<file path="config.mk">
export PLATFORM = sky130hd
export DESIGN_NAME = sample_packer
export DESIGN_NICKNAME = d
export VERILOG_FILES = /design/src/rtl/sample_packer.sv
export SDC_FILE = /design/constraint.sdc
export NUM_CORES = 1
export LEC_CHECK = 0
export ABC_CLOCK_PERIOD_IN_PS = 7200
export CAP_MARGIN = 20
export CORE_MARGIN = 4
export CORE_UTILIZATION = 50
export CTS_BUF_LIST = sky130_fd_sc_hd__clkbuf_16
export DETAILED_ROUTE_END_ITERATION = 12
export PLACE_DENSITY = 0.75
export SKIP_CTS_REPAIR_TIMING = 1
export SLEW_MARGIN = 40
export SYNTH_ARGS = -nofsm -noshare
export SYNTH_HDL_FRONTEND = slang
export SYNTH_SLANG_ARGS = --single-unit
</file>
<file path="constraint.sdc">
create_clock -name clk -period 7.2 [get_ports clk]
set_input_delay 1.08 -clock clk [delete_from_list [all_inputs] [get_ports clk]]
set_output_delay 1.08 -clock clk [all_outputs]
set_load 0.02 [all_outputs]
</file>
<file path="src/rtl/sample_packer.sv">
`default_nettype none
// ============================================================================
// Module   : sample_packer
// Brief    : Drops disabled byte groups and packs the enabled bytes into 32-bit
//            words for the SRAM write stream. Optional word counter behind
//            SAMPLE_PACKER_WORDCNT_EN.
// Revision : 1.0 - initial release
// ============================================================================
module sample_packer #(
  parameter int SDW = 32,
  parameter int MDW = 32,
  parameter int MKW = 4
) (
  input  logic             clk,
  input  logic             rst,
  input  logic             cfg_init,
  input  logic [MKW-1:0]   cfg_disable,
  input  logic             sti_tvalid,
  output logic             sti_tready,
  input  logic             sti_tlast,
  input  logic [SDW-1:0]   sti_tdata,
  input  logic             mwr_tready,
  output logic             mwr_tvalid,
  output logic             mwr_tlast,
  output logic [MKW-1:0]   mwr_tkeep,
  output logic [MDW-1:0]   mwr_tdata
`ifdef SAMPLE_PACKER_WORDCNT_EN
  ,
  output logic [15:0]      cnt_words
`endif
);

  localparam int c_NB   = SDW / 8;
  localparam int c_ACCW = SDW + MDW - 8;
  localparam int c_REMW = MDW - 8;

  typedef enum logic [0:0] {
    ST_PACK  = 1'b0,
    ST_FLUSH = 1'b1
  } state_t;

  state_t            r_state,  w_state_nxt;
  logic [c_NB-1:0]   r_dis,    w_dis_nxt;
  logic [1:0]        r_fill,   w_fill_nxt;
  logic [c_REMW-1:0] r_acc,    w_acc_nxt;
  logic              r_tvalid, w_tvalid_nxt;
  logic              r_tlast,  w_tlast_nxt;
  logic [MKW-1:0]    r_tkeep,  w_tkeep_nxt;
  logic [MDW-1:0]    r_tdata,  w_tdata_nxt;

  logic [SDW-1:0]    w_cmp;
  logic [2:0]        w_n;
  logic [2:0]        w_sum;
  logic [c_ACCW-1:0] w_acc;
  logic              w_slot_free;
  logic              w_accept;

  function automatic logic [MKW-1:0] keep_of(input logic [2:0] n);
    keep_of = MKW'((32'd1 << n) - 32'd1);
  endfunction

  assign w_slot_free = !r_tvalid || mwr_tready;
  assign sti_tready  = (r_state == ST_PACK) && w_slot_free;
  assign w_accept    = sti_tvalid && sti_tready && !cfg_init;

  // Enabled bytes move down to the lowest free slot, lowest group first.
  always_comb begin
    int k;
    w_cmp = '0;
    k     = 0;
    for (int i = 0; i < c_NB; i++) begin
      if (!r_dis[i]) begin
        w_cmp[k*8 +: 8] = sti_tdata[i*8 +: 8];
        k = k + 1;
      end
    end
    w_n = 3'(k);
  end

  assign w_sum = {1'b0, r_fill} + w_n;
  assign w_acc = {{(c_ACCW-c_REMW){1'b0}}, r_acc}
               | ({{(c_ACCW-SDW){1'b0}}, w_cmp} << {r_fill, 3'b000});

  always_comb begin
    w_state_nxt  = r_state;
    w_dis_nxt    = r_dis;
    w_fill_nxt   = r_fill;
    w_acc_nxt    = r_acc;
    w_tvalid_nxt = r_tvalid;
    w_tlast_nxt  = r_tlast;
    w_tkeep_nxt  = r_tkeep;
    w_tdata_nxt  = r_tdata;

    if (cfg_init) begin
      w_state_nxt  = ST_PACK;
      w_dis_nxt    = cfg_disable;
      w_fill_nxt   = '0;
      w_acc_nxt    = '0;
      w_tvalid_nxt = 1'b0;
      w_tlast_nxt  = 1'b0;
      w_tkeep_nxt  = '0;
      w_tdata_nxt  = '0;
    end else begin
      if (r_tvalid && mwr_tready) begin
        w_tvalid_nxt = 1'b0;
        w_tlast_nxt  = 1'b0;
        w_tkeep_nxt  = '0;
        w_tdata_nxt  = '0;
      end

      case (r_state)
        ST_PACK: begin
          if (w_accept) begin
            if (w_sum >= 3'd4) begin
              w_tvalid_nxt = 1'b1;
              w_tkeep_nxt  = '1;
              w_tdata_nxt  = w_acc[MDW-1:0];
              w_tlast_nxt  = sti_tlast && (w_sum == 3'd4);
              // S-4 is just the low two bits of S in the range 4..7.
              w_fill_nxt   = w_sum[1:0];
              w_acc_nxt    = w_acc[c_ACCW-1:MDW];
              if (sti_tlast) begin
                if (w_sum == 3'd4) begin
                  w_fill_nxt = '0;
                  w_acc_nxt  = '0;
                end else begin
                  w_state_nxt = ST_FLUSH;
                end
              end
            end else if (sti_tlast) begin
              w_fill_nxt = '0;
              w_acc_nxt  = '0;
              if (w_sum != 3'd0) begin
                w_tvalid_nxt = 1'b1;
                w_tlast_nxt  = 1'b1;
                w_tkeep_nxt  = keep_of(w_sum);
                w_tdata_nxt  = w_acc[MDW-1:0];
              end
            end else begin
              w_fill_nxt = w_sum[1:0];
              w_acc_nxt  = w_acc[c_REMW-1:0];
            end
          end
        end
        ST_FLUSH: begin
          if (w_slot_free) begin
            w_tvalid_nxt = 1'b1;
            w_tlast_nxt  = 1'b1;
            w_tkeep_nxt  = keep_of({1'b0, r_fill});
            w_tdata_nxt  = {8'h00, r_acc};
            w_fill_nxt   = '0;
            w_acc_nxt    = '0;
            w_state_nxt  = ST_PACK;
          end
        end
        default: w_state_nxt = ST_PACK;
      endcase
    end
  end

  always_ff @(posedge clk or negedge rst) begin
    if (!rst) begin
      r_state  <= ST_PACK;
      r_dis    <= '0;
      r_fill   <= '0;
      r_acc    <= '0;
      r_tvalid <= 1'b0;
      r_tlast  <= 1'b0;
      r_tkeep  <= '0;
      r_tdata  <= '0;
    end else begin
      r_state  <= w_state_nxt;
      r_dis    <= w_dis_nxt;
      r_fill   <= w_fill_nxt;
      r_acc    <= w_acc_nxt;
      r_tvalid <= w_tvalid_nxt;
      r_tlast  <= w_tlast_nxt;
      r_tkeep  <= w_tkeep_nxt;
      r_tdata  <= w_tdata_nxt;
    end
  end

  assign mwr_tvalid = r_tvalid;
  assign mwr_tlast  = r_tlast;
  assign mwr_tkeep  = r_tkeep;
  assign mwr_tdata  = r_tdata;

`ifdef SAMPLE_PACKER_WORDCNT_EN
  logic [15:0] r_cnt;

  always_ff @(posedge clk or negedge rst) begin
    if (!rst) begin
      r_cnt <= '0;
    end else if (cfg_init) begin
      r_cnt <= '0;
    end else if (r_tvalid && mwr_tready && (r_cnt != 16'hFFFF)) begin
      r_cnt <= r_cnt + 16'd1;
    end
  end

  assign cnt_words = r_cnt;
`else
  // No transferred-word counter in this build.
`endif

endmodule
`default_nettype wire

</file>
==> impl_metrics.yaml <==
global_routing:
  grt_usage_pct: 29.0
  overflow: 0
  grt_pass1_wl_um: 26600
  grt_max_degree: 70
  grt_pass1_vias: 4890
  antenna_found_initial: 0
setup_path:
  cp.required_ns: 7.46
  critPathKind: "flip-flop to flip-flop"
  crit_slowest_cell: "dfrtp_1"
  rrSetupSlack_ns: 2.39
  end_kind: "flip-flop"
  r2r_cells: 12
  worst-endpoint-arrival_ns: 5.07
  crit_fanout: 21
  crit_chain: "inv_1, ha_1, a21oi_1, inv_1, ha_1, nand2b_4, a21boi_0, fa_1, xor3_2, nand3_1, a211oi_1, a2bb2oi_1"
  r2r-end: "r_acc[13]"
  rr_startpoint: "r_dis[0]"
  cp_top_family: "compound AO/OA/AOI/OAI gates"
  crit_buf_inv: 2
  startpoint_type: "flip-flop"
  slowest_delay_ns: 0.79
pwr:
  combPwrFrac_pct: 46.7
  leakagePower_uw: 0.00267
  power.internal_uw: 1030
  p_clk_share_pct: 24.5
  peakVddDrop_mv: 0.133
  cellPowerDensity_mw_per_mm2: 281
  total_power_uw: 1760
  p_sw_share_pct: 41.5
  p_switching_uw: 728
  p_seq_share_pct: 28.8
worst_hold_path:
  holdPathStages: 2
  min_path_type: "flip-flop to flip-flop"
  worstHoldEndpoint: "mwr_tdata[31]"
  hp-start: "mwr_tdata[31]"
sta:
  setup_slack_ns: 2.39
  fin_crit_sh_pct: 66.8
  drv_slew: 0
  post-route-min-period_ns: 4.81
  slew_headroom_pct: 46.8
  setup_viol: 0
  worst_pin_slew_ns: 0.793
  rsz0062_at_grt: "no"
  setup_tns_ns: 0
  report.final.hold_viol_count: 0
  whs_ns: 0.487
  timing.fmax_ghz: 0.208
  skew_ns: 0.00587
clock_network:
  cts_buffer_depth: 2
  cts_made_buffers: 9
  cts_tree: "yes"
  clkLatencyLatePin_ns: 0.34
  clk_pin_slew_ns: 0.06
  clock-root-buffer: "clkbuf_16"
  cts_max_level: 3
  clock_sink_count: 69
finish:
  nets: 696
  antennaDiodeCount: 0
  area_delta_synth_final_pct: 21.7
  design_area_mm2: 0.00625
  fill_cells: 863
  final_common_cell: "clkdlybuf4s50_1"
  multi_input_area_mm2: 0.00317
  layout_common_cells: "clkdlybuf4s50_1 (79), dfrtp_1 (69), a21oi_1 (57)"
  seqCellArea_mm2: 0.00173
  drive_gt1_share_pct: 8.37
synthesis:
  yosysWarnings: 0
  yosys-top-cells-area: "dfrtp_1 (34%), a21oi_1 (5.6%), nor2_1 (3.9%), nand2_1 (3.7%), mux2i_1 (3.3%)"
  postSynthCellCount: 586
  synth_area_mm2: 0.00514
  synth_edf_count: 0
  ys_seq_area_share_pct: 33.6
  async_flop_share_pct: 100
  synth_area_leader_cell: "dfrtp_1"
  netlist.area_leader.share_pct: 33.6
  ys.flop_type: "dfrtp_1"
  synth.avg_cell_area_um2: 8.76
  synth_nets: 641
  ys_ff_latch: 69
  synth_cell_type_count: 76
die:
  core-area_mm2: 0.00991
  num_rows: 36
  die-area_mm2: 0.0120
  io_pins: 81
  start_util_pct: 51.8
  die_h_um: 109
  die_w_um: 109
run:
  cap_viol_max_count: 0
drt:
  routed.top_layer: "met4"
  wl_per_cell_um: 22.0
  drtIter0Drc: 627
  m1WireLength_um: 7070
  drcViolationCount: 0
  drt-total-wl_um: 17100
  drtPass1Iterations: 6
  antenna_left: 0
  vias: 5209
  met3WireLength_um: 1710
  viasPerCell: 6.70
  route.met2.wl_um: 7750
placed_design:
  detailed_place.area_mm2: 0.00597
  pre_cts_ws_ns: 2.12
  numPortBuffers: 80
  globalplace.congestion: 0.938
  detailed_place_hpwl_um: 12300
run_status:
  status: "complete, no violations"
## cell families after synthesis
kind of cell	after synthesis	share of synthesized area, %
mux	22	4.41
compound gates	217	30.4
xor+xnor	3	1.10
flops	69	33.6
simple gates	206	22.1
buf+inv	56	4.99
fa+ha+maj	13	3.46
## cell type report
cell class / instances / area share (%)
clock buffers: 9 / 3.60
repair buffers: 88 / 13.8
multi-input cells: 461 / 50.8
inverters: 12 / 0.721
clock inverters: 6 / 0.881
flip-flops and latches: 69 / 27.6
well taps: 133 / 2.66
## power groups by stage
stage	registers, uW	logic, uW	clock network [uW]
finish	505	820	430
floorplan	550	487	0
CTS	504	807	434
global route	512	881	452
global placement	508	787	0
detailed placement	511	801	0
## tightest hold or removal path: cells and delay by family (launching register included)
family | cells | cell delay [ns]
and+or+nand+nor | 1 | 0.05
AOI/OAI and AO/OA | 1 | 0.06
DFF | 1 | 0.34
## worst max-delay path by stage
| stage | startpoint | end | slack (ns) | cells after the start |
|---|---|---|---|---|
| 6_report | r_dis[0] | r_acc[13] | 2.39 | 12 |
| 5_1_grt | r_dis[0] | mwr_tdata[25] | 2.10 | 13 |
| 4_1_cts | r_dis[0] | mwr_tdata[25] | 2.09 | 13 |
| 3_5_place_dp | r_dis[0] | mwr_tdata[25] | 2.12 | 13 |
| 3_3_place_gp | r_dis[0] | mwr_tdata[25] | 2.43 | 13 |
| 2_1_floorplan | r_dis[0] | mwr_tdata[25] | 3.33 | 17 |
## per-layer routing
layer | up-vias | GRT usage [%]
li1 | 2351 | -
met1 | 2477 | 40.0
met2 | 333 | 43.9
met3 | 48 | 6.11
met4 | 0 | 13.4
met5 | - | 0
## Yosys cell counts, types with 11 or more instances
master,number
o21ai_0,18
a21oi_1,57
nor2_1,53
o22ai_1,11
dfrtp_1,69
ha_1,11
and3_1,15
nand2_1,50
a221o_1,12
mux2i_1,17
a211o_1,12
nor3_1,12
a31oi_1,16
nand2b_1,11
clkbuf_1,25
a22o_1,11
inv_1,11
## through the flow
stage               util, %  cells
floorplan                 -    586
global placement       60.0    763
detailed placement     60.2    763
CTS                    63.0    778
global route           63.1    778
finish                 63.1    778
## sequential cells by signal (all words and copies together) (netlist names)
name,cells
mwr_tdata,32
r_acc,24
mwr_tkeep,4
r_dis,4
r_fill,2
mwr_tlast,1
mwr_tvalid,1
r_state,1
(Power assumes the default switching activity.)
